### config.mk
export PLATFORM = sky130hd
export DESIGN_NAME = irq_sequencer
export DESIGN_NICKNAME = d
export VERILOG_FILES = /design/src/rtl/irq_sequencer.sv
export SDC_FILE = /design/constraint.sdc
export NUM_CORES = 1
export LEC_CHECK = 0
export ABC_AREA = 1
export BUFFER_PORTS_ARGS = -buffer_cell sky130_fd_sc_hd__buf_2
export CELL_PAD_IN_SITES_DETAIL_PLACEMENT = 1
export CELL_PAD_IN_SITES_GLOBAL_PLACEMENT = 2
export CORE_ASPECT_RATIO = 1.75
export CORE_UTILIZATION = 40
export DETAILED_ROUTE_END_ITERATION = 10
export PLACE_DENSITY = 0.84
export SLEW_MARGIN = 20
export SYNTH_ARGS = -nofsm -noshare
export SYNTH_HDL_FRONTEND = slang
export SYNTH_SLANG_ARGS = --single-unit
### constraint.sdc
create_clock -name clk -period 5.2 [get_ports clk]
set_input_delay 1.56 -clock clk [delete_from_list [all_inputs] [get_ports clk]]
set_output_delay 1.56 -clock clk [all_outputs]
set_load 0.01 [all_outputs]
### src/rtl/irq_sequencer.sv
// rtl/irq_sequencer.sv - fixed-priority nesting interrupt sequencer driving PC redirects
module irq_sequencer #(
    parameter int          NIRQ       = 4,
    parameter int          DEPTH      = 4,
    parameter logic [15:0] VEC_BASE   = 16'h0010,
    parameter logic [15:0] VEC_STRIDE = 16'h0008
) (
    input  logic            clk,
    input  logic            rst,
    input  logic [NIRQ-1:0] irq_req,
    input  logic            mask_wr,
    input  logic [NIRQ-1:0] mask_in,
    output logic [NIRQ-1:0] mask_q,
    input  logic            step,
    input  logic [15:0]     pc_next,
    input  logic            ret,
    output logic            redirect,
    output logic [15:0]     redirect_pc,
    output logic [NIRQ-1:0] irq_ack,
    output logic [3:0]      active_lvl,
    output logic            busy,
    output logic            err
);

    localparam int AW = (DEPTH > 1) ? $clog2(DEPTH) : 1;

    typedef enum logic [1:0] {S_IDLE, S_SERVICE, S_VECTOR} state_e;

    state_e          state_q, state_d;
    logic [3:0]      depth_q, depth_d;
    logic [3:0]      active_lvl_q, active_lvl_d;
    logic            redirect_q, redirect_d;
    logic [15:0]     redirect_pc_q, redirect_pc_d;
    logic [NIRQ-1:0] irq_ack_q, irq_ack_d;
    logic            err_q, err_d;
    logic [NIRQ-1:0] mask_d;

    logic [15:0]     pc_stk_q  [DEPTH];
    logic [3:0]      lvl_stk_q [DEPTH];

    logic [NIRQ-1:0] eligible;
    logic [3:0]      winner;
    logic            full, push, pop;
    logic [AW-1:0]   push_idx, top_idx;

    // Scan from lowest priority upward so the lowest eligible index wins.
    always_comb begin
        eligible = '0;
        winner   = 4'(NIRQ);
        for (int i = NIRQ - 1; i >= 0; i--) begin
            if (irq_req[i] && mask_q[i] && (4'(i) < active_lvl_q)) begin
                eligible[i] = 1'b1;
                winner      = 4'(i);
            end
        end
    end

    assign full     = (depth_q == 4'(DEPTH));
    assign pop      = ret && (state_q == S_SERVICE);
    assign push     = (state_q != S_VECTOR) && step && (|eligible) && !full && !ret;
    assign push_idx = depth_q[AW-1:0];
    assign top_idx  = AW'(depth_q - 4'd1);

    always_comb begin
        state_d       = state_q;
        depth_d       = depth_q;
        active_lvl_d  = active_lvl_q;
        redirect_d    = 1'b0;
        redirect_pc_d = redirect_pc_q;
        irq_ack_d     = '0;
        err_d         = err_q;
        mask_d        = mask_wr ? mask_in : mask_q;

        if (ret && (state_q != S_SERVICE)) begin
            err_d = 1'b1;
        end

        if (pop) begin
            depth_d       = depth_q - 4'd1;
            active_lvl_d  = lvl_stk_q[top_idx];
            redirect_d    = 1'b1;
            redirect_pc_d = pc_stk_q[top_idx];
            state_d       = (depth_q == 4'd1) ? S_IDLE : S_SERVICE;
        end else if (push) begin
            depth_d       = depth_q + 4'd1;
            active_lvl_d  = winner;
            redirect_d    = 1'b1;
            redirect_pc_d = VEC_BASE + {12'd0, winner} * VEC_STRIDE;
            irq_ack_d     = NIRQ'(1) << winner;
            state_d       = S_VECTOR;
        end else if (state_q == S_VECTOR) begin
            state_d = S_SERVICE;
        end
    end

    always_ff @(posedge clk) begin
        if (!rst) begin
            state_q       <= S_IDLE;
            depth_q       <= 4'd0;
            active_lvl_q  <= 4'(NIRQ);
            redirect_q    <= 1'b0;
            redirect_pc_q <= 16'd0;
            irq_ack_q     <= '0;
            err_q         <= 1'b0;
            mask_q        <= '0;
        end else begin
            state_q       <= state_d;
            depth_q       <= depth_d;
            active_lvl_q  <= active_lvl_d;
            redirect_q    <= redirect_d;
            redirect_pc_q <= redirect_pc_d;
            irq_ack_q     <= irq_ack_d;
            err_q         <= err_d;
            mask_q        <= mask_d;
        end
    end

    // Stack contents need no reset; depth_q alone decides which entries are live.
    always_ff @(posedge clk) begin
        if (rst && push) begin
            pc_stk_q[push_idx]  <= pc_next;
            lvl_stk_q[push_idx] <= active_lvl_q;
        end
    end

    assign redirect    = redirect_q;
    assign redirect_pc = redirect_pc_q;
    assign irq_ack     = irq_ack_q;
    assign active_lvl  = active_lvl_q;
    assign busy        = (depth_q != 4'd0);
    assign err         = err_q;

endmodule

==> results of run 1 <==
[layer usage]
metal	part of all wire (%)	wire, microns	up-vias	GRT usage, %
met2	56	6361	74	37.34
met4	2.5	280	0	11.44
met5	0	0	-	0
li1	-	-	1646	-
met3	3.0	344	23	4.014
met1	38	4314	1648	19.64
[per-stage QoR]
| stage | cell area, sq um | setup slack, ns |
|---|---|---|
| after global routing | 5754 | 1.389 |
| final | 5754 | 1.520 |
| after global placement | 5162 | 1.757 |
| after detailed placement | 5162 | 1.666 |
| after CTS | 5754 | 1.481 |
| after floorplan | 4757 | 1.688 |
[logic make-up after synthesis]
| family | count (synthesis) |
|---|---|
| XOR/XNOR | 3 |
| AO/OA/AOI/OAI | 84 |
| AND/OR/NAND/NOR | 183 |
| adder cells (fa/ha/maj) | 5 |
| buffers and inverters | 49 |
| flip-flops | 116 |
[power groups by stage]
| stage | Combinational (W) | Sequential, W | Clock, W |
|---|---|---|---|
| floorplan | 0.000204 | 0.00104 | 0 |
| global placement | 0.000300 | 0.00104 | 0 |
| detailed placement | 0.000311 | 0.00104 | 0 |
| CTS | 0.000317 | 0.00103 | 0.00118 |
| global route | 0.000350 | 0.00103 | 0.00121 |
| finish | 0.000312 | 0.00103 | 0.00116 |
[worst register-to-register path, stage by stage (launching register included)]
cell	delay [ns]
dfxtp_1	0.31
buf_4	0.38
inv_2	0.41
ha_1	0.38
inv_1	0.10
nor3_1	0.06
nor2_1	0.19
o21ai_4	0.07
buf_4	0.25
nor2_1	0.25
inv_2	0.11
nor2_1	0.13
buf_4	0.32
[state kept, by name (all words and copies together), names as in the netlist]
name,count
irq_ack,4
lvl_stk_q,16
depth_q,4
state_q,2
err,1
pc_stk_q,64
mask_q,4
redirect_pc,16
redirect,1
active_lvl,4
[Yosys cell counts, drive strengths merged]
master  number
edfxtp      80
nand2       75
nor2        65
o21ai       43
nand3       39
dfxtp       36
inv         26
a21oi       22
o22ai       16
clkbuf      13
buf         10
ha           5
nand3b       2
o31ai        2
xor2         2
nand4        1
nor3         1
o21a         1
xnor2        1
[cell type report]
class	count	area [sq um]
clock buffer	19	432.9
clock inverter	13	158.9
fill	1266	5827
inverter	26	97.59
multi-input combinational	275	1418
sequential	116	3123
tap	135	168.9
timing repair buffer	67	355.3
[worst min-delay path by stage]
stage | end | start | slack, ns
detailed placement | redirect_pc[11] | redirect_pc[11] | 0.47
global route | redirect_pc[11] | redirect_pc[11] | 0.49
floorplan | depth_q[3] | depth_q[3] | 0.49
CTS | redirect_pc[11] | redirect_pc[11] | 0.48
finish | redirect_pc[11] | redirect_pc[11] | 0.47
global placement | err | err | 0.45
==> flow_metrics.env, run 1 <==
export IMPL_slew_limit_headroom_pct=38.68
export IMPL_area_growth_pct=20.96
export IMPL_grt_pass1_wl_microns=18080
export IMPL_postCtsSetupBuffers=0
export IMPL_r2r_end="pc_stk_q[3][14]"
export IMPL_antenna_found_initial=0
export IMPL_cts_max_level=4
export IMPL_via_count=3391
export IMPL_synth_fp_nets=474
export IMPL_synth_adder_area_share_pct=1.315
export IMPL_finalCriticalPeriod_ns=3.680
export IMPL_layout_common_cells="80 x edfxtp_1, 70 x nand2_1, 64 x nor2_1"
export IMPL_power_switching_w=0.0006341
export IMPL_die_x_microns=84.44
export IMPL_hold_viol=0
export IMPL_syn_area_per_cell_sq_um=10.81
export IMPL_diodes=0
export IMPL_cp_num_buf_inv=3
export IMPL_r2r_start="depth_q[0]"
export IMPL_synth_cell_types=30
export IMPL_place_inst=619
export IMPL_root_buffer="clkbuf_16"
export IMPL_drt_wl_total_microns=11300
export IMPL_synth_compound_area_share_pct=10.44
export IMPL_core_region_area_sq_mm=0.01158
export IMPL_muxShareOfSynthArea_pct=0
export IMPL_stdcell_count=651
export IMPL_crit_path_max_incr_delay_ns=0.58
export IMPL_p_leak_nw=2.230
export IMPL_powerDensity_mw_per_mm2=433.4
export IMPL_switching_share_pct=25.43
export IMPL_fin_skew_ns=0.01029
export IMPL_synth_cells=440
export IMPL_internal_power_w=0.001860
export IMPL_boundaryPins=60
export IMPL_crit_type="reg2out"
export IMPL_clock_power_share_pct=46.3
export IMPL_avgRoutedWirePerCell_microns=17.36
export IMPL_crit_family="buffers and inverters"
export IMPL_critPathLaunchType="flip-flop"
export IMPL_drv_cap=0
export IMPL_rsz0062_at_grt="false"
export IMPL_die_h_microns=146.3
export IMPL_grt_use_total_pct=19.77
export IMPL_first_pass_iters=8
export IMPL_rrSetupSlack_ns=1.92
export IMPL_combPwrFrac_pct=12.5
export IMPL_slew_violations=0
export IMPL_globalRouteOverflowTotal=0
export IMPL_cts_hold_buf=0
export IMPL_tightestPinTransition_ns=0.9188
export IMPL_synth_area_leader_cell="edfxtp_1"
export IMPL_yosys_area_share_simple_pct=17.49
export IMPL_grt_pass1_vias=3668
export IMPL_fin_crit_sh_pct=70.78
export IMPL_row_count=52
export IMPL_endpoint="busy"
export IMPL_path_clk_slew_ns=0.05
export IMPL_clock_sinks=116
export IMPL_fin_util_pct=49.69
export IMPL_cp_cell_sequence="buf_4 > inv_2 > ha_1 > nand3_1 > buf_2"
export IMPL_yosysSeqAreaShare_pct=65.65
export IMPL_finalNetCount=537
export IMPL_status="finished with violations"
export IMPL_setup_viol=0
export IMPL_clk_latency_ns=0.41
export IMPL_grt_max_degree=46
export IMPL_yosys_warnings=0
export IMPL_cts_tree="built"
export IMPL_routabilityCongestion=0.7365
export IMPL_path_depth=5
export IMPL_synth_top_family_by_area="simple AND/OR/NAND/NOR gates"
export IMPL_cts_buffer_depth=2
export IMPL_drtIter0Drc=108
export IMPL_drc_errors=7
export IMPL_required_ns=3.64
export IMPL_drt_antenna_violating_nets=0
export IMPL_avgViaCountPerCell=5.209
export IMPL_place_hpwl_microns=7656
export IMPL_ys_seq_elements=116
export IMPL_crit_path_top_delay_cell="inv_2"
export IMPL_tns_ns=0
export IMPL_power_total_w=0.002494
export IMPL_start_util_pct=41.08
export IMPL_synthXorXnorAreaFrac_pct=0.5523
export IMPL_reg2reg_depth=12
export IMPL_holdPathStages=2
export IMPL_critical_path_arrival_ns=2.12
export IMPL_synth_area_leaders="edfxtp_1 50%, dfxtp_1 15%, nand2_1 5.5%"
export IMPL_portBuffers=59
export IMPL_timing_fmax_ghz=0.2717
export IMPL_cts_made_buffers=17
export IMPL_die_area_sq_mm=0.01235
export IMPL_min_path_type="reg2reg"
export IMPL_synth_area_sq_mm=0.004757
export IMPL_seqPwrFrac_pct=41.1
export IMPL_violations="DRC"
export IMPL_whs_ns=0.4736
export IMPL_final_common_cell="edfxtp_1"
export IMPL_critPathLaunch="depth_q[0]"
export IMPL_layout_drive_gt1_share_pct=24.61
export IMPL_synth_top_cell_area_share_pct=50.50
export IMPL_cp_max_fo=45
export IMPL_end_kind="output pin"
export IMPL_post_cts_resize_count=0
export IMPL_vdd_ir_drop_max_v=0.0003312
(Power assumes the default switching activity.)
==> run 2, diff against run 1 <==
Settings changed: ABC_AREA 1 to 0, PLACE_DENSITY 0.84 to 0.78.
Clock period 5.2 ns to 3.7 ns, I/O delays scaled along.
==> run 2 against run 1 <==
Final cell count fell by 22%. Critical path type is now in2reg. Non-clock buffer count fell by 1. The run now ends clean. Largest power group unchanged. Wire length fell by 13%. Highest routed layer unchanged. Clock power rose by 49%. Sequential share of layout area rose by 1.7 points. Synthesized cell count fell by 33%. Die area fell by 4.5%. Design area fell by 3.1%.
==> flow_metrics.env, run 2 <==
export IMPL_top_layer_used="met4"
export IMPL_power_total_w=0.003309
export IMPL_slew_violations=0
export IMPL_first_pass_iters=4
export IMPL_slew_limit_headroom_pct=30.51
export IMPL_place_ws_ns=0.7350
export IMPL_p_leak_nw=2.052
export IMPL_routabilityCongestion=0.7016
export IMPL_area_growth_pct=22.91
export IMPL_cts_made_buffers=17
export IMPL_critical_path_arrival_ns=2.62
export IMPL_end_kind="flip-flop"
export IMPL_cts_max_level=4
export IMPL_cts_tree="built"
export IMPL_cts_hold_buf=0
export IMPL_diodes=0
export IMPL_boundaryPins=60
export IMPL_tightestPinTransition_ns=1.042
export IMPL_tns_ns=0
export IMPL_die_x_microns=82.52
export IMPL_die_h_microns=142.9
export IMPL_wl_met3_microns=334
export IMPL_root_buffer="clkbuf_16"
export IMPL_core_region_area_sq_mm=0.01110
export IMPL_grt_use_total_pct=18.87
export IMPL_stdcell_count=506
export IMPL_layout_common_cells="80 x edfxtp_1, 59 x buf_2, 36 x dfxtp_1"
export IMPL_setup_viol=0
export IMPL_grt_pass1_vias=2807
export IMPL_cts_buffer_depth=2
export IMPL_synth_cells=294
export IMPL_place_inst=474
export IMPL_start_util_pct=40.87
export IMPL_crit_path_max_incr_delay_ns=0.41
export IMPL_rsz0062_at_grt="false"
export IMPL_min_path_type="reg2reg"
export IMPL_timing_fmax_ghz=0.3915
export IMPL_final_common_cell="edfxtp_1"
export IMPL_grt_pass1_wl_microns=15320
export IMPL_synth_area_leaders="edfxtp_1 53%, dfxtp_1 16%, mux4_2 9.9%"
export IMPL_drt_antenna_violating_nets=0
export IMPL_die_area_sq_mm=0.01179
export IMPL_ys_flop_type="edfxtp_1"
export IMPL_row_count=51
export IMPL_largest_register_ffs=64
export IMPL_place_hpwl_microns=6301
export IMPL_status="completed"
export IMPL_largest_register="pc_stk_q"
export IMPL_ys_seq_elements=116
export IMPL_path_clk_slew_ns=0.05
export IMPL_cp_cell_sequence="buf_2 > inv_1 > o2111a_1 > o21a_1 > and3_1 > buf_4"
export IMPL_powerDensity_mw_per_mm2=593.2
export IMPL_grt_max_degree=38
export IMPL_synth_most_common_cell="edfxtp_1"
export IMPL_synth_cell_types=40
export IMPL_antenna_found_initial=0
export IMPL_finalCriticalPeriod_ns=2.554
export IMPL_postCtsSetupBuffers=0
export IMPL_clk_latency_ns=0.40
export IMPL_fin_skew_ns=0.006311
export IMPL_crit_type="in2reg"
export IMPL_async_flop_share_pct=0
export IMPL_yosys_top_cells_count="80 x edfxtp_1, 36 x dfxtp_1, 29 x nand2_1"
export IMPL_drt_wl_total_microns=9872
export IMPL_whs_ns=0.4514
export IMPL_via_count=2714
export IMPL_avgViaCountPerCell=5.364
export IMPL_setup_slack_ns=1.146
export IMPL_hold_viol=0
export IMPL_cp_max_fo=20
export IMPL_yosysSeqAreaShare_pct=68.82
export IMPL_synth_area_leader_cell="edfxtp_1"
export IMPL_wl_met1_microns=3853
export IMPL_yosys_warnings=0
export IMPL_clock_sinks=116
export IMPL_wl_met2_microns=5551
export IMPL_globalRouteOverflowTotal=0
export IMPL_layout_drive_gt1_share_pct=32.09
export IMPL_syn_area_per_cell_sq_um=15.44
export IMPL_fin_crit_sh_pct=69.03
export IMPL_crit_path_top_delay_cell="o21a_1"
export IMPL_vdd_ir_drop_max_v=0.0003699
export IMPL_drtIter0Drc=177
export IMPL_avgRoutedWirePerCell_microns=19.51
export IMPL_synth_area_sq_mm=0.004538
export IMPL_critPathLaunchType="primary input"
export IMPL_drv_cap=0
export IMPL_drc_errors=0
export IMPL_synth_edf_count=80
export IMPL_required_ns=3.76
export IMPL_portBuffers=59
export IMPL_synth_top_cell_area_share_pct=52.94
export IMPL_post_cts_resize_count=0
export IMPL_synth_fp_nets=328
export IMPL_finalNetCount=395
run 2: cell count changes after synthesis, moves of 16 or more:
cell     before  now
nor2_1       64    7
o21ai_0      41    4
mux4_2        0   20
inv_1        23    4
nand2_1      70   29
o22ai_1      16    0
run 2: power by group:
group | total (W) | internal (W) | leakage (nW) | switching [W]
Combinational | 0.000161 | 0.0000714 | 0.728 | 0.0000900
Sequential | 0.00142 | 0.00140 | 1.02 | 0.0000142
Clock | 0.00173 | 0.00119 | 0.306 | 0.000543
run 2: cells by family after synthesis:
logic type / count (synthesis) / share of synthesized area [%]
mux: 26 / 11.25
flops: 116 / 68.82
simple gates: 80 / 8.713
buf+inv: 22 / 2.454
fa+ha+maj: 5 / 1.379
compound gates: 45 / 7.389
run 2: layout make-up:
type                       instances  area [sq um]
fill                            1107          5525
timing repair buffer              66         347.8
clock inverter                    11         182.7
clock buffer                      21         440.4
sequential                       116          3123
inverter                           4         15.01
tap                              132         165.2
multi-input combinational        156          1304
run 2: critical path: cells and delay by family:
family          cells  cell delay [ns]
simple gates        1             0.21
buf+inv             3             0.52
compound gates      2             0.75
run 2: stage by stage:
step / cell area, sq um / utilization, %
after detailed placement: 4955 / 44.62
after floorplan: 4538 / -
after global placement: 4955 / 44.62
after global routing: 5578 / 50.24
final: 5578 / 50.24
after CTS: 5578 / 50.24
run 2: routing by layer:
metal  global-route usage (%)  up-vias
met5                        0        -
met4                    7.350        0
met3                    4.601       12
met2                    34.28       62
met1                    20.40     1381
li1                         -     1259
run 2: final timing paths:
path,startpoint,endpoint,slack (ns),cells after the start
worst min register to register,redirect_pc[6],redirect_pc[6],0.45,2
worst min-delay path,redirect_pc[6],redirect_pc[6],0.45,2
worst max register to register,depth_q[1],pc_stk_q[1][8],1.18,7
worst max-delay path,ret,pc_stk_q[1][8],1.15,6
